<file path="config.mk">
export PLATFORM = sky130hd
export DESIGN_NAME = hw_sensor_req_sequencer
export DESIGN_NICKNAME = d
export VERILOG_FILES = /design/src/rtl/hw_sensor_req_sequencer.sv
export SDC_FILE = /design/constraint.sdc
export NUM_CORES = 1
export LEC_CHECK = 0
export CORE_ASPECT_RATIO = 1.5
export CORE_UTILIZATION = 25
export CTS_BUF_LIST = sky130_fd_sc_hd__clkbuf_16
export DETAILED_ROUTE_END_ITERATION = 10
export PLACE_DENSITY = 0.55
export SETUP_SLACK_MARGIN = 0.2
export SLEW_MARGIN = 5
export SYNTH_ARGS = -nofsm -noshare
export SYNTH_HDL_FRONTEND = slang
export SYNTH_SLANG_ARGS = --single-unit
</file>
<file path="constraint.sdc">
create_clock -name clk -period 2.9 [get_ports clk]
set_input_delay 0.29 -clock clk [delete_from_list [all_inputs] [get_ports clk]]
set_output_delay 0.29 -clock clk [all_outputs]
set_load 0.005 [all_outputs]
</file>
<file path="src/rtl/hw_sensor_req_sequencer.sv">
// Walks every voltage channel, then each requested temperature sensor, issuing one 2-beat
// mailbox command per entry and qualifying the response checker until the response EOP.
module hw_sensor_req_sequencer #(
  parameter int unsigned P_NO_CH_VOLT     = 9,
  parameter int unsigned P_NO_CH_TEMP     = 5,
  parameter logic [51:0] P_REQ_TEMPSENS   = {{8{4'd13}}, 4'd4, 4'd3, 4'd2, 4'd1, 4'd0},
  parameter logic [7:0]  P_VOLT_OPCODE    = 8'h18,
  parameter logic [7:0]  P_TEMP_OPCODE    = 8'h19,
  parameter int unsigned P_TIMEOUT_CYCLES = 100000,
  parameter int unsigned P_PERIOD_CYCLES  = 1000000
) (
  input  logic                    clk,
  input  logic                    reset,
  input  logic                    enable_i,
  output logic                    cmd_valid_o,
  input  logic                    cmd_ready_i,
  output logic [31:0]             cmd_data_o,
  output logic                    cmd_startofpacket_o,
  output logic                    cmd_endofpacket_o,
  input  logic                    rsp_valid_i,
  input  logic                    rsp_ready_i,
  input  logic                    rsp_endofpacket_i,
  output logic                    is_volt,
  output logic                    is_temp,
  output logic [P_NO_CH_VOLT-1:0] current_voltage_channel,
  output logic [3:0]              current_temperature_channel,
  output logic                    scan_done_o,
  output logic [15:0]             scan_count_o,
  output logic                    timeout_err_o,
  output logic [4:0]              timeout_chan_o
);

  localparam int unsigned LP_TEMP_ENTRIES = 13;
  localparam logic [3:0]  LP_UNUSED_ID    = 4'd13;
  localparam logic [23:0] LP_BEAT0_HI     = {8'h00, 12'h001, 4'h0};
  localparam int unsigned LP_CNT_MAX      = (P_TIMEOUT_CYCLES > P_PERIOD_CYCLES) ?
                                            P_TIMEOUT_CYCLES : P_PERIOD_CYCLES;
  localparam int unsigned LP_CNT_W        = $clog2(LP_CNT_MAX + 1);

  typedef logic [P_NO_CH_VOLT-1:0] vmask_t;
  typedef logic [LP_CNT_W-1:0]     cnt_t;

  typedef enum logic [2:0] {
    S_IDLE = 3'd0,
    S_HDR  = 3'd1,
    S_ARG  = 3'd2,
    S_WAIT = 3'd3,
    S_NEXT = 3'd4,
    S_GAP  = 3'd5
  } state_t;

  state_t      r_state, w_state;
  cnt_t        r_cnt, w_cnt;
  logic        r_ph_temp, w_ph_temp;
  logic [3:0]  r_idx, w_idx;
  logic [3:0]  r_tcnt, w_tcnt;
  logic        r_valid, w_valid;
  logic [31:0] r_data, w_data;
  logic        r_sop, w_sop;
  logic        r_eop, w_eop;
  logic        r_is_volt, w_is_volt;
  logic        r_is_temp, w_is_temp;
  vmask_t      r_vch, w_vch;
  logic [3:0]  r_tch, w_tch;
  logic        r_done, w_done;
  logic [15:0] r_scnt, w_scnt;
  logic        r_err, w_err;
  logic [4:0]  r_tchan, w_tchan;

  logic        w_rsp_eop;
  logic        w_found;
  logic [3:0]  w_found_idx;
  int          w_lb;
  logic        w_more;
  logic        w_more_temp;
  logic [3:0]  w_more_idx;
  logic [3:0]  w_sensor;

  assign w_rsp_eop = rsp_valid_i & rsp_ready_i & rsp_endofpacket_i;

  // Successor of the current entry; unused (id 13) temperature slots are skipped.
  always_comb begin
    w_found     = 1'b0;
    w_found_idx = 4'd0;
    w_more      = 1'b0;
    w_more_temp = 1'b0;
    w_more_idx  = 4'd0;
    w_lb        = r_ph_temp ? int'(r_idx) + 1 : 0;
    for (int i = int'(LP_TEMP_ENTRIES) - 1; i >= 0; i--) begin
      if (i >= w_lb && P_REQ_TEMPSENS[4*i +: 4] != LP_UNUSED_ID) begin
        w_found     = 1'b1;
        w_found_idx = 4'(i);
      end
    end
    if (!r_ph_temp && 32'(r_idx) < P_NO_CH_VOLT - 1) begin
      w_more     = 1'b1;
      w_more_idx = r_idx + 4'd1;
    end else if (w_found && 32'(r_tcnt) < P_NO_CH_TEMP) begin
      w_more      = 1'b1;
      w_more_temp = 1'b1;
      w_more_idx  = w_found_idx;
    end
  end

  // Sensor id of the entry about to be loaded into HDR.
  always_comb begin
    w_sensor = 4'd0;
    for (int i = 0; i < int'(LP_TEMP_ENTRIES); i++) begin
      if (4'(i) == w_idx) w_sensor = P_REQ_TEMPSENS[4*i +: 4];
    end
  end

  always_comb begin
    w_state   = r_state;
    w_cnt     = r_cnt;
    w_ph_temp = r_ph_temp;
    w_idx     = r_idx;
    w_tcnt    = r_tcnt;
    w_valid   = r_valid;
    w_data    = r_data;
    w_sop     = r_sop;
    w_eop     = r_eop;
    w_is_volt = r_is_volt;
    w_is_temp = r_is_temp;
    w_vch     = r_vch;
    w_tch     = r_tch;
    w_done    = 1'b0;
    w_scnt    = r_scnt;
    w_err     = r_err;
    w_tchan   = r_tchan;

    case (r_state)
      S_IDLE: begin
        if (enable_i) begin
          w_state   = S_HDR;
          w_ph_temp = 1'b0;
          w_idx     = 4'd0;
          w_tcnt    = 4'd0;
        end
      end
      S_HDR: begin
        if (cmd_ready_i) begin
          w_state = S_ARG;
          w_data  = r_ph_temp ? {28'h0, r_tch} : 32'(r_vch);
          w_sop   = 1'b0;
          w_eop   = 1'b1;
        end
      end
      S_ARG: begin
        if (cmd_ready_i) begin
          w_state = S_WAIT;
          w_valid = 1'b0;
          w_eop   = 1'b0;
          w_data  = 32'h0;
          w_cnt   = '0;
        end
      end
      S_WAIT: begin
        // A response EOP wins over a timeout expiring in the same cycle.
        if (w_rsp_eop || r_cnt == cnt_t'(P_TIMEOUT_CYCLES - 1)) begin
          w_state   = S_NEXT;
          w_is_volt = 1'b0;
          w_is_temp = 1'b0;
          w_vch     = '0;
          w_tch     = 4'd0;
          if (!w_rsp_eop) begin
            w_err   = 1'b1;
            w_tchan = {r_ph_temp, r_idx};
          end
          if (!w_more) begin
            w_done = 1'b1;
            w_scnt = r_scnt + 16'd1;
          end
        end else begin
          w_cnt = r_cnt + cnt_t'(1);
        end
      end
      S_NEXT: begin
        if (!enable_i) begin
          w_state = S_IDLE;
        end else if (!w_more) begin
          w_state = S_GAP;
          w_cnt   = '0;
        end else begin
          w_state   = S_HDR;
          w_ph_temp = w_more_temp;
          w_idx     = w_more_idx;
          if (w_more_temp) w_tcnt = r_tcnt + 4'd1;
        end
      end
      S_GAP: begin
        if (!enable_i) begin
          w_state = S_IDLE;
        end else if (r_cnt == cnt_t'(P_PERIOD_CYCLES - 1)) begin
          w_state   = S_HDR;
          w_ph_temp = 1'b0;
          w_idx     = 4'd0;
          w_tcnt    = 4'd0;
        end else begin
          w_cnt = r_cnt + cnt_t'(1);
        end
      end
      default: w_state = S_IDLE;
    endcase

    // Entering HDR: present beat0 and qualify the checker for the selected entry.
    if (w_state == S_HDR && r_state != S_HDR) begin
      w_valid   = 1'b1;
      w_sop     = 1'b1;
      w_eop     = 1'b0;
      w_data    = {LP_BEAT0_HI, w_ph_temp ? P_TEMP_OPCODE : P_VOLT_OPCODE};
      w_is_volt = ~w_ph_temp;
      w_is_temp = w_ph_temp;
      w_vch     = w_ph_temp ? '0 : (vmask_t'(1) << w_idx);
      w_tch     = w_ph_temp ? w_sensor : 4'd0;
    end
  end

  always_ff @(posedge clk) begin
    if (reset) begin
      r_state   <= S_IDLE;
      r_cnt     <= '0;
      r_ph_temp <= 1'b0;
      r_idx     <= 4'd0;
      r_tcnt    <= 4'd0;
      r_valid   <= 1'b0;
      r_data    <= 32'h0;
      r_sop     <= 1'b0;
      r_eop     <= 1'b0;
      r_is_volt <= 1'b0;
      r_is_temp <= 1'b0;
      r_vch     <= '0;
      r_tch     <= 4'd0;
      r_done    <= 1'b0;
      r_scnt    <= 16'd0;
      r_err     <= 1'b0;
      r_tchan   <= 5'd0;
    end else begin
      r_state   <= w_state;
      r_cnt     <= w_cnt;
      r_ph_temp <= w_ph_temp;
      r_idx     <= w_idx;
      r_tcnt    <= w_tcnt;
      r_valid   <= w_valid;
      r_data    <= w_data;
      r_sop     <= w_sop;
      r_eop     <= w_eop;
      r_is_volt <= w_is_volt;
      r_is_temp <= w_is_temp;
      r_vch     <= w_vch;
      r_tch     <= w_tch;
      r_done    <= w_done;
      r_scnt    <= w_scnt;
      r_err     <= w_err;
      r_tchan   <= w_tchan;
    end
  end

  assign cmd_valid_o                 = r_valid;
  assign cmd_data_o                  = r_data;
  assign cmd_startofpacket_o         = r_sop;
  assign cmd_endofpacket_o           = r_eop;
  assign is_volt                     = r_is_volt;
  assign is_temp                     = r_is_temp;
  assign current_voltage_channel     = r_vch;
  assign current_temperature_channel = r_tch;
  assign scan_done_o                 = r_done;
  assign scan_count_o                = r_scnt;
  assign timeout_err_o               = r_err;
  assign timeout_chan_o              = r_tchan;

endmodule

</file>
; ---- Word level (Yosys, flattened, before mapping)
; Cells that the tools add are included.
[totals]
wordCells = 187
ff_bits = 105
in_bits = 7
output_inout_bits = 73
latch_bits = 0
romBits = 0
ramBits = 0
n_memories = 0
[classes]
multipliers = 0
n_reduce_logical = 26
addsub = 5
eq_ne = 34
n_bitwise = 7
n_mux = 89
div_mod_pow = 0
n_shift = 1
magnitude_cmp = 7
[op_table]
columns = cell, n
row1 = 20-bit two-way mux, 6
row2 = 4-bit two-way mux, 30
row3 = 20-bit case mux with 4 select lines, 1
row4 = 32-bit two-way mux, 2
row5 = 32-bit case mux with 2 select lines, 1
row6 = 9-bit two-way mux, 5
row7 = 3-bit two-way mux, 11
row8 = 1-bit two-way mux, 26
row9 = 4-bit case mux with 3 select lines, 2
row10 = 2-bit != test (second input constant), 11
row11 = 20-bit by 1-bit adder with 20-bit output (second input constant), 1
row12 = 20-bit by 17-bit == test with 1-bit output (second input constant), 1
row13 = 20-bit == test (second input constant), 1
row14 = 4-bit == test (first input constant), 5
row15 = 3-bit case mux with 6 select lines, 1
row16 = 16-bit by 1-bit adder with 16-bit output (second input constant), 1
row17 = 3-bit by 4-bit == test with 1-bit output (first input constant), 4
row18 = 7-bit AND reduction, 2
row19 = 13-bit two-way mux, 1
row20 = 3-bit AND reduction, 4
row21 = 2-bit nonzero test, 6
row22 = 1-bit by 5-bit >= comparator with 1-bit output (first input constant), 2
row23 = 2-bit by 5-bit >= comparator with 1-bit output (first input constant), 2
row24 = 1-bit by 4-bit left shift with 9-bit output (first input constant), 1
row25 = other kinds (26), 42

; ---- Depth between registers and ports, before layout
[depth]
depth_word = 29
ltp_mapped = 11

; ---- Worst setup path before layout
; Ideal clock, no wire load.
[synth_timing]
path_type = register -> register
from = reg r_idx[0]
to = reg r_vch[6] (netlist: current_voltage_channel[6])
setup_slack_ns = 0.295
period_less_slack_ns = 2.605
path_stages_with_launch = 10
t_arrival_ns = 2.487
cell_sequence = dfxtp_1 > ha_1 > nand2b_2 > a311oi_4 > a211oi_2 > or3_1 > buf_6 > a32oi_4 > nor3_1 > a32o_1
[synth_between]
elab_chain_len = 18
elab_cells_between_ends = 46
classes_between = 2 x add/sub / 6 x order compare / 1 x eq/ne / 1 x shift / 30 x mux / 6 x reduce/logical
[synth_rtl]
columns = item, line
row1 = "start, declared", 55  ; logic [3:0] r_idx, w_idx;
row2 = "start signal, assigned", 242  ; r_idx <= w_idx;
row3 = 4-bit by 1-bit adder with 5-bit output, 88  ; w_lb = r_ph_temp ? int'(r_idx) + 1 : 0;
row4 = 5-bit two-way mux, 88
row5 = 3-bit by 5-bit >= comparator with 1-bit output, 90  ; if (i >= w_lb && P_REQ_TEMPSENS[4*i +: 4] != LP_UNUSED_ID) begin
row6 = 1-bit two-way mux (5 in series), 90
row7 = 1-bit logical AND, 98  ; end else if (w_found && 32'(r_tcnt) < P_NO_CH_TEMP) begin
row8 = 1-bit two-way mux, 98
row9 = 1-bit two-way mux, 95  ; if (!r_ph_temp && 32'(r_idx) < P_NO_CH_VOLT - 1) begin
row10 = 3-bit two-way mux, 181  ; end else if (!w_more) begin
row11 = 3-bit two-way mux, 179  ; if (!enable_i) begin
row12 = 3-bit case mux with 6 select lines, 132  ; case (r_state)
row13 = 3-bit by 1-bit == test with 1-bit output, 207  ; if (w_state == S_HDR && r_state != S_HDR) begin
row14 = 1-bit logical AND, 207
row15 = 2-bit nonzero test (no source line), -
row16 = 2-bit AND reduction (no source line), -
row17 = "end signal, assigned", 250  ; r_vch <= w_vch;
row18 = "end, declared", 63  ; vmask_t r_vch, w_vch;
; Several ways; a longest one is shown, not always the timed one.
; A chain may end at the register's enable or synchronous reset.

; ---- Final worst setup path
; Ends and elaborated chain as after synthesis.

==> impl_metrics.json <==
{
  "outcome": "completed",
  "avgSynthCellArea_um2": 8.43,
  "yosysWarnings": 0,
  "clock-sinks": 83,
  "critical_path_peak_fanout": 7,
  "maxSlewViolCount": 0,
  "highest_layer": "met4",
  "grt_util_all_layers": 0.134,
  "vdd_drop_max_v": 0.000272,
  "synthFlopType": "dfxtp_1",
  "wl_met1_um": 4710,
  "synth_seq_area_share": 0.384,
  "max-cap-violations": 0,
  "dieArea_um2": 17800,
  "worstMarginPinSlew_ps": 561,
  "dpl.hpwl_um": 8720,
  "pre_cts_slack_ps": 187,
  "die_h_um": 163,
  "clock_skew_ps": 8.54,
  "num_vias": 3925,
  "required_ps": 3140,
  "synth_enable_flop_cells": 0,
  "wl_met3_um": 342,
  "slew-limit-headroom": 0.624,
  "die_w_um": 109,
  "fillCellCount": 1791,
  "h-tree-depth": 3,
  "ff_latch_area_um2": 1660,
  "multi_input_area_um2": 2510,
  "fin_crit_sh": 0.897,
  "drive_gt1_frac": 0.127,
  "cts_tree": "done",
  "routed-wl-met2_um": 6290,
  "synthCells": 513,
  "cp-end-kind": "register",
  "stdcell_count": 794,
  "yosysUniqueCellTypes": 69,
  "drc": 0,
  "grt_first_pass_wirelength_um": 18800,
  "clk_latency_ps": 340,
  "nNetsFinal": 591,
  "rows": 58,
  "final_antenna_net_count": 0,
  "place_inst": 773,
  "cts_made_buffers": 9,
  "grt_pass1_vias": 3827,
  "setup_viol": 0,
  "viasPerCell": 4.94,
  "p_leak_nw": 1.91,
  "drt_iter0_drc": 146,
  "antenna_found_initial": 0,
  "final_cell_mix": "82 x dfxtp_1, 74 x nor2_1, 56 x clkdlybuf4s50_1",
  "synth.ff_latch_count": 83,
  "async_flop_share": 0,
  "detail_route.wl_per_cell_um": 14.7,
  "hold_buffers": 0,
  "cp.arrival_ps": 2840,
  "setup_slack_ps": 299,
  "gp_congestion": 0.853,
  "post-route-min-period_ps": 2600,
  "ios": 80,
  "port_buffers": 57,
  "total_power_mw": 2.61,
  "hold_viol": 0,
  "diodes": 0,
  "startpoint_type": "register",
  "min_path_type": "input pin to register",
  "grt_max_degree": 49,
  "finalSetupTns_ps": 0,
  "initial_core_util": 0.257,
  "max_freq_mhz": 385,
  "clock-root-buffer": "clkbuf_16",
  "critPathKind": "register to register",
  "rsz0062_at_grt": "true",
  "totalWireLength_um": 11700,
  "drtPass1Iterations": 4,
  "clk_path_buf_depth": 2,
  "clk_pin_slew_ps": 70,
  "power_per_cell_area_nw_per_um2": 469,
  "gr-total-overflow": 0,
  "final_common_cell": "dfxtp_1",
  "coreArea_um2": 16800,
  "synth.cell_area_um2": 4330,
  "syn2layout_area_growth_pct": 28.8
}
==> path summary, 6_finish.rpt <==
check,startpoint,endpoint,slack [ps],cells past startpoint
max,r_idx[0],current_voltage_channel[6],300,9
min,reset,r_cnt[5],400,4
max reg2reg,r_idx[0],current_voltage_channel[6],300,9
min reg2reg,cmd_data_o[12],cmd_data_o[12],460,2
==> cell type report <==
class	count	area share
Multi-Input combinational cell	387	0.450
Timing Repair Buffer	82	0.135
Tap cell	210	0.0472
Sequential cell	83	0.298
Clock buffer	9	0.0404
Clock inverter	7	0.0177
Inverter	16	0.0108
==> synth_stat cells (6+ instances only) <==
cell type,count,share of area
buf_2,7,0.0081
nor4_1,10,0.014
o211ai_1,9,0.016
nor3_1,12,0.014
and2_1,10,0.014
xor2_1,11,0.022
nor2b_1,8,0.012
nand2_1,34,0.030
inv_1,15,0.013
mux2i_1,7,0.016
buf_4,22,0.038
dfxtp_1,83,0.38
nor2_1,74,0.064
o2111ai_1,6,0.012
o31ai_1,6,0.010
xnor2_1,20,0.040
a22oi_1,7,0.012
clkbuf_1,17,0.015
and3_1,8,0.012
and4_1,6,0.012
a21oi_1,28,0.032
o21ai_0,13,0.015
nand4_1,7,0.010
nand3_1,21,0.024
==> cells by family (layout without fill, tap and decap cells) <==
group / Yosys count / after routing / share of synthesized area
buffers and inverters: 64 / 114 / 0.0784
xor gates and xnor gates: 32 / 32 / 0.0665
DFF: 83 / 83 / 0.384
adders and majority gates: 5 / 5 / 0.0145
and+or+nand+nor: 208 / 208 / 0.239
other: 1 / 22 / 0.000867
AOI/OAI and AO/OA: 109 / 109 / 0.187
muxes: 11 / 11 / 0.0292
==> what timing repair did <==
action / CTS / global route
gates resized for setup: 2 / 20
setup endpoints to repair: 9 / 40
pin swaps: 0 / 7
hold endpoints to repair: 0 / 0
setup buffers: 0 / 5
==> layer usage <==
metal,GRT usage,up-vias
met5,0,-
met4,0.0618,0
met3,0.0204,22
met2,0.251,91
met1,0.145,1882
li1,-,1930
==> critical path, cell delays in order, from the launching register on <==
cell	delay (ps)
dfxtp_1	320
ha_2	230
nand2b_1	220
o211ai_1	370
a211oi_2	140
buf_4	150
or3_4	400
a32oi_4	300
nor3_2	110
a32o_1	260
==> sequential cells by signal (all words and copies together), names as in the netlist, 3 cells and up <==
| signal | cells |
|---|---|
| cmd_data_o | 10 |
| current_temperature_channel | 4 |
| current_voltage_channel | 9 |
| r_cnt | 20 |
| r_idx | 4 |
| r_state | 3 |
| r_tcnt | 4 |
| scan_count_o | 16 |
| timeout_chan_o | 5 |
==> metrics by stage <==
step                 util  instance area, um2  hold slack [ps]
detailed placement  0.303                5100              457
global placement    0.303                5100              464
finish              0.331                5570              401
global route        0.331                5570              418
floorplan               -                4400              453
CTS                 0.323                5430              401
==> power breakdown <==
part           internal [mW]  switching, mW  total (mW)
Clock                  0.760          0.484        1.24
Sequential              1.16         0.0108        1.17
Combinational         0.0768          0.124       0.201
Total                   1.99          0.620        2.61
(Power assumes the default switching activity.)
==> RTL change (same flow settings) <==
Make the reset (`reset`) asynchronous in one clocked block.
--- a/src/rtl/hw_sensor_req_sequencer.sv
+++ b/src/rtl/hw_sensor_req_sequencer.sv
@@ -218,3 +218,3 @@
 
-  always_ff @(posedge clk) begin
+  always_ff @(posedge clk or posedge reset) begin
     if (reset) begin
Check against the original RTL: differs if reset is asserted again (counterexample within 4 cycles, from zero or initial values and one cycle with reset high); with reset held inactive, the same outputs for 4 cycles.
==> RTL change against the original RTL <==
  * Synthesized area is 0.78% higher
  * Fmax is 0.77% lower
  * Clock skew is 0.0030 ns lower
  * Hold slack worse by 0.057 ns
  * Sequential cell count stayed put
  * Design area is 0.61% lower
  * Routed wire length is 1.1% lower
  * Setup slack worse by 0.020 ns
  * Critical endpoint is now scan_count_o[11]$_DFFE_PP0P_
Power is not compared: it rests on default switching activity, and its combinational part moved more than twofold at a synthesized area within 25%.
==> RTL change: results <==
set metrics [dict create \
    ys.flop_type "dfrtp_1" \
    num-multi-input-gates 340 \
    place.gp.congestion 0.833 \
    synth-xor-area-share 0.0342 \
    skew_ns 0.00552 \
    synth_commonest_cells "dfrtp_1 (83), nand2_1 (51), nor2_1 (37)" \
    slowest_stage "nor4b_2" \
    synth_mux_area_frac 0.0324 \
    critical_path.top_delay_family "simple AND/OR/NAND/NOR gates" \
    final-clk-cell-share 0.0596 \
    yosysUniqueCellTypes 61 \
    drt_iter0_drc 144 \
    multi_input_area_share 0.380 \
    tightest_slew_ns 0.671 \
    grt_use_met1 0.152 \
    wl_met3_microns 654 \
    vias 3636 \
    track_usage 0.133 \
    yosysSeqAreaShare 0.476 \
    fin_hold_ws_ns 0.344 \
    status "finished clean" \
    synthArstFlopShare 1.00 \
    min_path_type "in -> async" \
    drive_gt1_frac 0.112 \
    crit_arrival_ns 2.88 \
    num-nets-final 533 \
    synth_compound_area_frac 0.164 \
    buf_share 0.130 \
    synthAdderAreaFrac 0.0144 \
    yosys-top-cells-area "dfrtp_1 (48%), nand2_1 (4.4%), buf_4 (3.8%)" \
    r2r-end "scan_count_o[11]$_DFFE_PP0P_" \
    dp_hpwl_microns 8500 \
    fill_cells 1738 \
    use_met2 0.232 \
    r2r-start "r_idx[0]$_DFF_PP0_" \
    seq_area_frac 0.375 \
    nNonClkBuffers 75 \
    grt_pass1_wl_microns 18400 \
    place_ws_ns 0.209 \
]
==> RTL change: changes by cell type in the layout (fill, tap and decap cells not counted), moves of 7 or more <==
cell and delta:
nand2_1 +17, dfxtp_1 -82, xnor2_1 -11, a31oi_1 +9
buf_4 -8, a22o_1 +8, nor4_1 -7, nor2_1 -37
o21ai_0 +21, o211ai_1 -7, dfrtp_1 +83, a21oi_1 -23
==> RTL change: worst max-delay path by stage <==
stage	end	slack, ns	depth (start not counted)
after CTS	current_voltage_channel[8]$_DFFE_PP0P_	0.24	7
after detailed placement	r_cnt[13]$_DFFE_PP0P_	0.21	9
final	scan_count_o[11]$_DFFE_PP0P_	0.28	9
after global routing	scan_count_o[11]$_DFFE_PP0P_	0.13	9
after global placement	r_cnt[13]$_DFFE_PP0P_	0.22	9
after floorplan	cmd_data_o[0]$_DFFE_PP0P_	0.47	1
==> RTL change: repair_timing <==
action	4_1_cts	5_1_grt
setup buffers	0	2
endpoints found under the setup margin	0	29
gates resized for setup	0	4
